--- src/rtl/key_gated_deserializer_if.sv ---
// Output word stream of key_gated_deserializer: FIFO head data/mode with valid/ready handshake.
// The master modport drives the stream; the slave modport is the command consumer.
interface key_gated_deserializer_if #(
  parameter int DATA_W = 8
) ();
  logic [DATA_W-1:0] outData;
  logic              outMode;
  logic              outValid;
  logic              outReady;

  modport master (output outData, output outMode, output outValid, input  outReady);
  modport slave  (input  outData, input  outMode, input  outValid, output outReady);
endinterface

--- src/rtl/key_gated_deserializer.sv ---
// Serial-to-parallel word assembler gated by the key-detection unlock flag, with optional
// XOR scrambling and an output FIFO. Define PARITY_CHECK_EN to require an even-parity bit per word.
module key_gated_deserializer #(
  parameter int                DATA_W     = 8,
  parameter int                FIFO_DEPTH = 4,
  parameter logic [DATA_W-1:0] KEY        = DATA_W'(8'hA5)
) (
  input  logic clk,
  input  logic reset,
  input  logic active,
  input  logic mode,
  input  logic bitIn,
  input  logic bitValid,
  key_gated_deserializer_if.master out_if,
  output logic overflow,
  output logic busy
`ifdef PARITY_CHECK_EN
  ,
  output logic parityErr
`endif
);

  localparam int CNT_W  = $clog2(DATA_W + 1);
  localparam int PTR_W  = (FIFO_DEPTH > 1) ? $clog2(FIFO_DEPTH) : 1;
  localparam int FCNT_W = $clog2(FIFO_DEPTH + 1);

`ifdef PARITY_CHECK_EN
  typedef enum logic [1:0] {S_IDLE, S_SHIFT, S_PARITY} state_e;
`else
  typedef enum logic [0:0] {S_IDLE, S_SHIFT} state_e;
`endif

  typedef struct packed {
    logic [DATA_W-1:0] data;
    logic              mode;
  } entry_t;

  state_e            state_q, state_d;
  logic [CNT_W-1:0]  bit_cnt_q, bit_cnt_d;
  logic [DATA_W-1:0] shreg_q, shreg_d;
  logic              word_mode_q, word_mode_d;
  logic              overflow_q, overflow_d;

  logic [PTR_W-1:0]  rd_ptr_q, rd_ptr_d;
  logic [PTR_W-1:0]  wr_ptr_q, wr_ptr_d;
  logic [FCNT_W-1:0] count_q, count_d;
  entry_t            fifo_mem [FIFO_DEPTH];

  logic              push;
  entry_t            push_entry;
  logic              do_pop;
  logic              fifo_full;
  logic              fifo_write;
  logic [DATA_W-1:0] shift_in;
  logic              cur_mode;

`ifdef PARITY_CHECK_EN
  logic parity_err_q, parity_err_d;
`endif

  assign shift_in = {shreg_q[DATA_W-2:0], bitIn};
  // The first bit of a word samples mode directly; later bits reuse the latched value.
  assign cur_mode = (bit_cnt_q == '0) ? mode : word_mode_q;

  // NOTE: every signal written here gets a default first, so no path can infer a latch.
  always_comb begin
    state_d      = state_q;
    bit_cnt_d    = bit_cnt_q;
    shreg_d      = shreg_q;
    word_mode_d  = word_mode_q;
    push         = 1'b0;
    push_entry   = '0;
`ifdef PARITY_CHECK_EN
    parity_err_d = 1'b0;
`endif

    unique case (state_q)
      S_IDLE: begin
        if (active) state_d = S_SHIFT;
      end

      S_SHIFT: begin
        if (!active) begin
          state_d   = S_IDLE;
          bit_cnt_d = '0;
          shreg_d   = '0;
        end else if (bitValid) begin
          shreg_d     = shift_in;
          word_mode_d = cur_mode;
          if (bit_cnt_q == CNT_W'(DATA_W - 1)) begin
`ifdef PARITY_CHECK_EN
            // Count parks at DATA_W so busy stays high while the parity bit is awaited.
            bit_cnt_d = CNT_W'(DATA_W);
            state_d   = S_PARITY;
`else
            push            = 1'b1;
            push_entry.data = shift_in ^ (cur_mode ? KEY : '0);
            push_entry.mode = cur_mode;
            bit_cnt_d       = '0;
`endif
          end else begin
            bit_cnt_d = bit_cnt_q + CNT_W'(1);
          end
        end
      end

`ifdef PARITY_CHECK_EN
      S_PARITY: begin
        if (!active) begin
          state_d   = S_IDLE;
          bit_cnt_d = '0;
          shreg_d   = '0;
        end else if (bitValid) begin
          state_d   = S_SHIFT;
          bit_cnt_d = '0;
          // Even parity over the raw bits: data ones plus the parity bit must be even.
          if (^{shreg_q, bitIn} == 1'b0) begin
            push            = 1'b1;
            push_entry.data = shreg_q ^ (word_mode_q ? KEY : '0);
            push_entry.mode = word_mode_q;
          end else begin
            parity_err_d = 1'b1;
          end
        end
      end
`endif

      default: state_d = S_IDLE;
    endcase
  end

  // FIFO bookkeeping: a pop frees the head slot in the same cycle, so a full FIFO still
  // accepts a push when the consumer drains simultaneously.
  always_comb begin
    do_pop     = (count_q != '0) && out_if.outReady;
    fifo_full  = (count_q == FCNT_W'(FIFO_DEPTH));
    fifo_write = push && (!fifo_full || do_pop);
    overflow_d = push && fifo_full && !do_pop;

    rd_ptr_d = rd_ptr_q;
    wr_ptr_d = wr_ptr_q;
    count_d  = count_q;
    if (do_pop)     rd_ptr_d = rd_ptr_q + PTR_W'(1);
    if (fifo_write) wr_ptr_d = wr_ptr_q + PTR_W'(1);
    unique case ({fifo_write, do_pop})
      2'b10:   count_d = count_q + FCNT_W'(1);
      2'b01:   count_d = count_q - FCNT_W'(1);
      default: count_d = count_q;
    endcase
  end

  always_ff @(posedge clk or posedge reset) begin
    if (reset) begin
      state_q      <= S_IDLE;
      bit_cnt_q    <= '0;
      shreg_q      <= '0;
      word_mode_q  <= 1'b0;
      overflow_q   <= 1'b0;
      rd_ptr_q     <= '0;
      wr_ptr_q     <= '0;
      count_q      <= '0;
`ifdef PARITY_CHECK_EN
      parity_err_q <= 1'b0;
`endif
    end else begin
      state_q      <= state_d;
      bit_cnt_q    <= bit_cnt_d;
      shreg_q      <= shreg_d;
      word_mode_q  <= word_mode_d;
      overflow_q   <= overflow_d;
      rd_ptr_q     <= rd_ptr_d;
      wr_ptr_q     <= wr_ptr_d;
      count_q      <= count_d;
`ifdef PARITY_CHECK_EN
      parity_err_q <= parity_err_d;
`endif
    end
  end

  // NOTE: storage is left unreset; outputs are masked by the reset count instead.
  always_ff @(posedge clk) begin
    if (fifo_write) fifo_mem[wr_ptr_q] <= push_entry;
  end

  assign out_if.outValid = (count_q != '0);
  assign out_if.outData  = out_if.outValid ? fifo_mem[rd_ptr_q].data : '0;
  assign out_if.outMode  = out_if.outValid ? fifo_mem[rd_ptr_q].mode : 1'b0;
  // Drop reports are registered so they line up with the cycle the word would have appeared.
  assign overflow        = overflow_q;
  assign busy            = (bit_cnt_q != '0);
`ifdef PARITY_CHECK_EN
  assign parityErr       = parity_err_q;
`endif

endmodule

--- src/flat_wrapper.sv ---
// flat-port wrapper written by rule: the top's interface ports become plain ports
module key_gated_deserializer_flat 
#(
  parameter int                DATA_W     = 8,
  parameter int                FIFO_DEPTH = 4,
  parameter logic [DATA_W-1:0] KEY        = DATA_W'(8'hA5)
)
  (clk, reset, active, mode, bitIn, bitValid, overflow, busy, out_if_outData, out_if_outMode, out_if_outValid, out_if_outReady);
  key_gated_deserializer_if #(.DATA_W(DATA_W)) out_if_i ();
  input  logic clk;
  input  logic reset;
  input  logic active;
  input  logic mode;
  input  logic bitIn;
  input  logic bitValid;
  output logic overflow;
  output logic busy;
  output wire logic [$bits(out_if_i.outData)-1:0] out_if_outData;
  output wire logic [$bits(out_if_i.outMode)-1:0] out_if_outMode;
  output wire logic [$bits(out_if_i.outValid)-1:0] out_if_outValid;
  input wire logic [$bits(out_if_i.outReady)-1:0] out_if_outReady;
  assign out_if_outData = out_if_i.outData;
  assign out_if_outMode = out_if_i.outMode;
  assign out_if_outValid = out_if_i.outValid;
  assign out_if_i.outReady = out_if_outReady;
  key_gated_deserializer #(.DATA_W(DATA_W), .FIFO_DEPTH(FIFO_DEPTH), .KEY(KEY)) u_core (.clk(clk), .reset(reset), .active(active), .mode(mode), .bitIn(bitIn), .bitValid(bitValid), .out_if(out_if_i), .overflow(overflow), .busy(busy));
endmodule
--- config.mk ---
export PLATFORM = sky130hd
export DESIGN_NAME = key_gated_deserializer_flat
export DESIGN_NICKNAME = d
export VERILOG_FILES = /design/src/rtl/key_gated_deserializer_if.sv /design/src/rtl/key_gated_deserializer.sv /design/src/flat_wrapper.sv
export SDC_FILE = /design/constraint.sdc
export NUM_CORES = 1
export LEC_CHECK = 0
export ABC_CLOCK_PERIOD_IN_PS = 2570
export BUFFER_PORTS_ARGS = -buffer_cell sky130_fd_sc_hd__buf_2
export CORE_ASPECT_RATIO = 2
export CORE_UTILIZATION = 59
export DETAILED_ROUTE_END_ITERATION = 6
export PLACE_DENSITY_LB_ADDON = 0.08
export SLEW_MARGIN = 20
export SYNTH_ARGS = -nofsm -noshare
export SYNTH_HDL_FRONTEND = slang
export SYNTH_SLANG_ARGS = --single-unit
--- constraint.sdc ---
create_clock -name clk -period 2.57 [get_ports clk]
set_input_delay 0.1285 -clock clk [delete_from_list [all_inputs] [get_ports clk]]
set_output_delay 0.1285 -clock clk [all_outputs]
set_load 0.05 [all_outputs]
Word-level counts from Yosys, hierarchy flattened
Memory sizes are Yosys's and may differ from the RTL's.
Cells that the tools add are included.
{ "classes": {"n_addsub": 5, "eq_ne": 5, "n_mux": 21, "bitwise_logic": 1, "reduce_logical": 13} }
{ "ops": {"columns": ["operator", "count"], "rows": [
  ["9-bit 2-to-1 mux", 4],
  ["8-bit 2-to-1 mux", 2],
  ["7-bit 2-to-1 mux", 2],
  ["4-bit 2-to-1 mux", 3],
  ["1-bit 2-to-1 mux", 9],
  ["8-bit XOR", 1],
  ["3-bit one-hot mux with 2 select lines", 1],
  ["2-bit by 1-bit adder with 2-bit output, second input constant", 2],
  ["4-bit by 1-bit adder with 4-bit output, second input constant", 1],
  ["4-bit by 3-bit == test with 1-bit output, second input constant", 1],
  ["1-bit logical AND", 4],
  ["4-bit logical NOT", 1],
  ["4-bit nonzero test", 1],
  ["3-bit by 1-bit adder with 3-bit output, second input constant", 1],
  ["3-bit == test, second input constant", 1],
  ["3-bit AND reduction", 1],
  ["3-bit nonzero test", 1],
  ["3-bit by 1-bit subtractor with 3-bit output, second input constant", 1],
  ["2-bit by 1-bit == test with 1-bit output, second input constant", 1],
  ["2-bit == test, second input constant", 1],
  ["1-bit logical NOT", 2],
  ["2-bit by 1-bit != test with 1-bit output, second input constant", 1],
  ["2-bit AND reduction", 1],
  ["2-bit nonzero test", 1],
  ["1-bit logical OR", 1]
]} }
{ "totals": {"register_bits": 21, "mem_bits_rw": 36, "input_bits": 7, "out_inout_bits": 12, "elab_cells": 54, "n_memories": 1} }
{ "mem_list": {"columns": ["name", "depth", "width", "read_ports", "rd_ports_with_merged_regs", "wr", "line_no", "text"], "rows": [
  ["u_core.fifo_mem", 4, 9, 1, 0, 1, "key_gated_deserializer.sv:47", "entry_t fifo_mem [FIFO_DEPTH];"]
]} }

Logic depth before layout (Yosys ltp)
Gate-level depths: netlist (run 1).
{ "depth": {"depth_word": 8, "ltp_mapped": 11, "depth_no_buf": 11} }

Worst setup path before layout (run 1)
OpenSTA, ideal clock, no wires.
{ "synth_timing": {"path_kind": "register to register", "start": "register u_core.count_q[0]", "end": "register u_core.count_q[2]", "setup_time_ns": 0.079, "t_arrival_ns": 2.116, "t_required_ns": 2.491, "path_slack_ns": 0.375, "path_stages_with_launch": 10, "n_path_buf": 0, "synth_period_minus_slack_ns": 2.195, "cell_sequence": "dfrtp_1 -> or4b_4 -> and2_4 -> inv_1 -> ha_1 -> inv_1 -> fa_1 -> xor2_1 -> nor2_1 -> xor2_1"} }
{ "synth_between": {"elab_chain_cells": 6, "word_cells_on_any_way": 12, "classes_between": "add/sub: 2; eq/ne: 3; mux: 1; reduce/logical: 6"} }
{ "synth_lines": {"columns": ["element", "line_no", "text"], "rows": [
  ["start, declared", "key_gated_deserializer.sv:46", "logic [FCNT_W-1:0] count_q, count_d;"],
  ["start signal, assigned", "key_gated_deserializer.sv:173", "count_q <= count_d;"],
  ["3-bit == test / 3-bit nonzero test (equally long branches)", "key_gated_deserializer.sv:136, key_gated_deserializer.sv:135", null],
  ["1-bit logical NOT / 1-bit logical AND (equally long branches)", "key_gated_deserializer.sv:137, key_gated_deserializer.sv:135", null],
  ["1-bit logical OR", "key_gated_deserializer.sv:137", "fifo_write = push && (!fifo_full || do_pop);"],
  ["1-bit logical AND", "key_gated_deserializer.sv:137", null],
  ["2-bit by 1-bit == test with 1-bit output / 2-bit == test (equally long branches)", "key_gated_deserializer.sv:145", "unique case ({fifo_write, do_pop})"],
  ["3-bit one-hot mux with 2 select lines / 2-bit nonzero test (equally long branches)", null, null]
]} }
Parallel ways exist; a longest one is shown, timed or not.
A chain may end at the register's enable or synchronous reset.

Worst setup path in the final report (run 1)
Same ends and word-level chain as after synthesis.

==> summary.txt, run 1 <==
status: finished, final reports clean
clk buf depth: 2
Crit Path Max Fanout: 6
io pins: 19
post-synthesis cell count: 188
P&R area growth vs syn: 14.2%
first-pass GRT wire length: 7.38 mm
Leak Pwr: 1.08 nW
critical path, cell by cell: or4b_4 -> and2_4 -> inv_1 -> ha_1 -> inv_1 -> fa_1 -> xor2_1 -> nor2_1 -> xor2_1
Netlist cell types: 32
Setup violations, final: 0
Clock Skew: 0.0105 ns
Warnings, synthesis: 0
post-route setup slack: 0.217 ns
post-layout util: 71.0%
layout cells sized above 1: 26.0%
die area: 4640 um2
fmax: 0.425 GHz
multi-input logic area: 863 um2
row count: 33
critical path class: flop to flop
syn_nets: 203
RSZ-0062 raised after global routing: no
grt ovf: 0
ANT cells: 0
Max stage delay on crit path: 0.59 ns
largest net degree at the start of global routing: 22
vias in the first global route: 1570
relative slew slack: 46.9%
total setup buffers inserted after CTS: 0
Worst Path Arrival: 2.60 ns
1st-iter DRT viols: 38
dpl ws: 0.259 ns
Max IR drop VDD: 0.743 mV
Detailed Route WL: 4.37 mm
period utilization: 91.6%
Initial DRT Pass Iterations: 5
Worst Max-Slew Pin Slew: 0.796 ns
CTS Root Cell: clkbuf_8
Vert. Die Dim: 95.3 um
I/O Buffers: 18
die width: 48.6 um
# DRC: 0
Design Power: 0.00291 W
clk sinks: 57
Post-layout nets: 225
initial core utilization: 62.2%
routed vias: 1473
Vias/cell: 5.52
register area: 1610 um2
Yosys reg bits: 57
antenna violations before repair: 0
required time of the critical path: 2.82 ns
Pins Over Slew Limit: 0
Final Hold Viols: 0
WL per Instance: 16.4 um
post-route cell area: 2930 um2
Hold Crit Depth: 1
Cell Area, Synth: 2570 um2
Layout fillers: 301
syn_area_per_cell: 13.7 um2
placer's final routability congestion estimate: 0.810
Slowest-stage cell, CP: or4b_4
total CTS buffers: 9
Post-CTS Resized: 0
CTS tree: built
CP endpoint kind: flop
core area: 4130 um2
Max-cap violations: 0
total track usage: 22.3%
Post-DRT Antenna Nets: 0
element type at the critical path start: flop
PwrDens: 991 nW/um2
clock-pin slew of the registers on the worst-case setup and hold paths: 0.06 ns
HP Class: primary input to flop
Placed Area: 2690 um2
worst r2r path cells: 9
minimum clock period: 2.35 ns
register area share after synthesis: 62.6%
DPL Wire Length: 3.12 mm
Setup TNS: 0 ns
H-tree level count: 3
Hold Buf Count CTS: 1
worst-skew pair later-pin latency: 0.33 ns
[power by group]
group	switching (W)	internal, W	total (W)
registers	0.000114	0.00102	0.00114
logic	0.000536	0.000299	0.000835
clock network	0.000338	0.000595	0.000933
total	0.000988	0.00192	0.00291
[synth_stat cells, drive strengths merged]
| library cell | count | share of area, % |
|---|---|---|
| a21oi | 2 | 0.39 |
| mux2i | 2 | 0.93 |
| clkbuf | 6 | 0.88 |
| fa | 1 | 0.78 |
| ha | 7 | 3.4 |
| xor2 | 6 | 2.0 |
| nor2 | 10 | 1.5 |
| dfrtp | 21 | 20 |
| nand2 | 12 | 1.8 |
| and3 | 5 | 1.4 |
| xnor2 | 4 | 1.4 |
| nand4 | 2 | 0.49 |
| inv | 16 | 2.3 |
| or3 | 2 | 0.54 |
| nand3 | 7 | 1.6 |
| o21ai | 17 | 3.3 |
| o41ai | 1 | 0.34 |
| mux2 | 1 | 0.58 |
| nor3 | 1 | 0.39 |
| and2 | 12 | 3.0 |
| buf | 3 | 0.58 |
| edfxtp | 36 | 42 |
| or4b | 1 | 0.54 |
| a22o | 2 | 0.68 |
| nor3b | 1 | 0.49 |
| nand2b | 1 | 0.24 |
| mux4 | 9 | 7.9 |
[cells in the final DEF (no fill, tap or decap), types with 2 or more instances in the layout]
| master | Yosys | layout |
|---|---|---|
| and2_1 | 11 | 11 |
| a21oi_1 | 2 | 2 |
| nand2_1 | 12 | 12 |
| nor2_1 | 10 | 10 |
| xnor2_1 | 4 | 4 |
| nand4_1 | 2 | 2 |
| and3_2 | 4 | 4 |
| nand3_1 | 6 | 6 |
| buf_2 | 3 | 18 |
| bufinv_16 | 0 | 2 |
| mux4_2 | 9 | 9 |
| dfrtp_1 | 21 | 21 |
| clkinv_2 | 0 | 2 |
| clkbuf_8 | 0 | 11 |
| xor2_1 | 6 | 6 |
| a22o_1 | 2 | 2 |
| o21ai_0 | 17 | 17 |
| ha_1 | 7 | 7 |
| inv_1 | 16 | 16 |
| edfxtp_1 | 36 | 36 |
[cell type report]
type                       count  share of cell area, %
sequential                    57                   54.8
clock inverter                 5                   2.65
timing repair buffer          20                   3.67
multi-input combinational    106                   29.4
tap                           52                   2.22
clock buffer                  11                   5.16
inverter                      16                   2.05
[per-layer routing]
| metal | track usage [%] | vias up | part of all wire [%] |
|---|---|---|---|
| li1 | - | 709 | - |
| met1 | 22.7 | 729 | 38 |
| met2 | 41.8 | 31 | 58 |
| met3 | 4.47 | 4 | 2.9 |
| met4 | 12.3 | 0 | 1.4 |
| met5 | 0 | - | 0 |
[critical path, delay by kind of cell (launching register included)]
family / cells / cell delay [ns]
simple gates: 3 / 0.88
fa+ha+maj: 2 / 0.57
flops: 1 / 0.41
xor+xnor: 2 / 0.30
buf+inv: 2 / 0.12
[state kept, by name, indices dropped and copies added (netlist names)]
name	cells
u_core.fifo_mem	36
u_core.shreg_q	7
u_core.bit_cnt_q	4
u_core.count_q	3
u_core.rd_ptr_q	2
u_core.wr_ptr_q	2
u_core.overflow	1
u_core.state_q	1
u_core.word_mode_q	1
[metrics by stage]
stage          hold WS, ns  std cells
4_1_cts             0.0244        267
2_1_floorplan        0.105        188
3_3_place_gp         0.308        250
3_5_place_dp         0.314        250
6_report            0.0503        267
5_1_grt             0.0540        267
[cells by family after synthesis]
group	count (synthesis)	share of synthesized area [%]
flops	57	62.6
simple gates	54	11.9
buf+inv	25	3.80
compound gates	22	4.73
mux	12	9.41
xor+xnor	10	3.41
fa+ha+maj	8	4.19
[worst paths after layout]
| path | end | startpoint | slack, ns |
|---|---|---|---|
| max | u_core.count_q[2] | u_core.count_q[0] | 0.22 |
| min | u_core.state_q | active | 0.05 |
| max reg2reg | u_core.count_q[2] | u_core.count_q[0] | 0.22 |
| min reg2reg | u_core.count_q[2] | u_core.count_q[2] | 0.49 |
| max in group asynchronous | u_core.shreg_q[1] | reset | 1.58 |
| min in group asynchronous | u_core.wr_ptr_q[0] | reset | 0.49 |
(Power assumes the default switching activity.)
==> inputs of run 2 (changes only) <==
--- a/config.mk
+++ b/config.mk
@@ -5,10 +5,10 @@
 export SDC_FILE = /design/constraint.sdc
 export NUM_CORES = 1
 export LEC_CHECK = 0
-export ABC_CLOCK_PERIOD_IN_PS = 2570
+export ABC_CLOCK_PERIOD_IN_PS = 2000
 export BUFFER_PORTS_ARGS = -buffer_cell sky130_fd_sc_hd__buf_2
 export CORE_ASPECT_RATIO = 2
-export CORE_UTILIZATION = 59
+export CORE_UTILIZATION = 53
 export DETAILED_ROUTE_END_ITERATION = 6
 export PLACE_DENSITY_LB_ADDON = 0.08
 export SLEW_MARGIN = 20
==> constraint.sdc (replaced) <==
create_clock -name clk -period 2 [get_ports clk]
set_input_delay 0.1 -clock clk [delete_from_list [all_inputs] [get_ports clk]]
set_output_delay 0.1 -clock clk [all_outputs]
set_load 0.05 [all_outputs]
==> summary.txt, run 2 (synthesis results as in run 1) <==
io pins: 19 (unchanged)
antenna violations before repair: 0 (unchanged)
PwrDens: 1220 nW/um2 (was 991 nW/um2)
dpl ws: -0.168 ns (was 0.259 ns)
relative slew slack: 44.2% (was 46.9%)
HP Class: primary input to flop (unchanged)
grt ovf: 0 (unchanged)
Max-cap violations: 0 (unchanged)
WL per Instance: 16.5 um (was 16.4 um)
worst-skew pair later-pin latency: 0.33 ns (about the same)
violations in the final reports: setup timing
1st-iter DRT viols: 29 (was 38)
RSZ-0062 raised after global routing: yes (was no)
fmax: 0.470 GHz (was 0.425 GHz)
multi-input logic area: 881 um2 (was 863 um2)
Initial DRT Pass Iterations: 4 (was 5)
Max IR drop VDD: 0.901 mV (was 0.743 mV)
top flop regs: u_core.fifo_mem x36, u_core.shreg_q x7, u_core.bit_cnt_q x4 (unchanged)
DPL Wire Length: 3.43 mm (was 3.12 mm)
vias in the first global route: 1669 (was 1570)
placer's final routability congestion estimate: 0.728 (was 0.810)
required time of the critical path: 2.25 ns (was 2.82 ns)
Detailed Route WL: 4.75 mm (was 4.37 mm)
Post-layout nets: 243 (was 225)
die width: 51.2 um (was 48.6 um)
Vias/cell: 5.41 (was 5.52)
commonest non-fill, non-tap cell in the layout: edfxtp_1 (unchanged)
CTS Root Cell: clkbuf_8 (unchanged)
Hold Crit Depth: 2 (was 1)
worst hold slack: 0.0389 ns (was 0.0503 ns)
max reg flops: 36 (unchanged)
most used routing layer: met2 (unchanged)
total track usage: 21.5% (was 22.3%)
# DRC: 0 (unchanged)
clk sinks: 57 (unchanged)
I/O Buffers: 18 (unchanged)
register area: 1610 um2 (unchanged)
Clock Skew: 0.00580 ns (was 0.0105 ns)
clk buf depth: 2 (unchanged)
post-route setup slack: -0.127 ns (was 0.217 ns)
die area: 5140 um2 (was 4640 um2)
Design Power: 0.00372 W (was 0.00291 W)
most frequent cells in the layout: edfxtp_1 (36), dfrtp_1 (21), buf_4 (19) (was edfxtp_1 (36), dfrtp_1 (21), buf_2 (18))
status: finished with violations (was finished, final reports clean)
critical path class: flop to flop (unchanged)
largest net degree at the start of global routing: 22 (unchanged)
worst r2r path cells: 9 (unchanged)
GR Layer Usage met3: 5.00% (was 4.47%)
element type at the critical path start: flop (unchanged)
period utilization: 106% (was 91.6%)
Setup TNS: -0.127 ns (was 0 ns)
P&R area growth vs syn: 18.8% (was 14.2%)
ANT cells: 0 (unchanged)
Worst Max-Slew Pin Slew: 0.837 ns (was 0.796 ns)
clock-pin slew of the registers on the worst-case setup and hold paths: 0.06 ns (about the same)
Worst Path Arrival: 2.38 ns (was 2.60 ns)
Leak Pwr: 1.15 nW (was 1.08 nW)
Crit Path Max Fanout: 2 (was 6)
layout cells sized above 1: 32.6% (was 26.0%)
Post-DRT Antenna Nets: 0 (unchanged)
first-pass GRT wire length: 7.76 mm (was 7.38 mm)
total CTS buffers: 9 (unchanged)
Final Hold Viols: 0 (unchanged)
Setup violations, final: 1 (was 0)
CP endpoint kind: flop (unchanged)
row count: 35 (was 33)
CTS tree: built (unchanged)
met1 Use GR: 20.7% (was 22.7%)
routed vias: 1559 (was 1473)
GR Layer Usage met2: 40.5% (was 41.8%)
Layout fillers: 381 (was 301)
most flop-heavy register: u_core.fifo_mem (unchanged)
H-tree level count: 3 (unchanged)
Pins Over Slew Limit: 0 (unchanged)
minimum clock period: 2.13 ns (was 2.35 ns)
Vert. Die Dim: 100 um (was 95.3 um)
core area: 4640 um2 (was 4130 um2)
initial core utilization: 55.3% (was 62.2%)
run 2: through the flow:
stage	std cells	instance area (um2)	utilization, %
after floorplan	188	2580	-
after global placement	266	2810	60.5
after detailed placement	266	2810	60.5
after CTS	285	3030	65.2
after global routing	288	3050	65.7
final	288	3050	65.7
run 2: layer usage:
layer	part of all wire (%)	up-vias
li1	-	748
met1	36	780
met2	60	24
met3	2.7	7
met4	1.7	0
met5	0	-
run 2: what timing repair did:
item                                    4_1_cts  5_1_grt
buffers inserted                              2        3
hold buffers                                  1        0
endpoints found under the setup margin        2       10
gates resized for setup                       1        1
hold endpoints to repair                     21        0
pin swaps                                     4        5
run 2: where the power goes:
group | total (W) | leakage (nW) | switching, W | internal [W]
sequential | 0.00140 | 0.542 | 0.0000860 | 0.00132
combinational | 0.00129 | 0.514 | 0.000785 | 0.000505
clock | 0.00102 | 0.0974 | 0.000417 | 0.000606
total | 0.00372 | 1.15 | 0.00129 | 0.00243
run 2: final timing paths:
kind	slack, ns	to	startpoint
max reg2reg	-0.13	u_core.count_q[2]	u_core.count_q[1]
max	-0.13	u_core.count_q[2]	u_core.count_q[1]
min reg2reg	0.50	u_core.shreg_q[6]	u_core.shreg_q[6]
max in group asynchronous	0.99	u_core.rd_ptr_q[0]	reset
min in group asynchronous	0.49	u_core.count_q[2]	reset
min	0.04	u_core.shreg_q[0]	bitIn
run 2: layout make-up:
cell class / instances / share of cell area [%]
repair buffers: 38 / 7.96
well taps: 55 / 2.26
clock buffers: 13 / 4.88
inverters: 16 / 2.05
clock inverters: 3 / 1.31
flip-flops and latches: 57 / 52.7
multi-input cells: 106 / 28.9
run 2: worst max-delay path, stage by stage (launching register included):
cell and delay [ns]:
dfrtp_1 0.39, or4b_4 0.52, and2_4 0.17, inv_4 0.05
ha_4 0.12, inv_2 0.03, fa_2 0.33, xor2_1 0.14
nor2_1 0.15, xor2_1 0.15
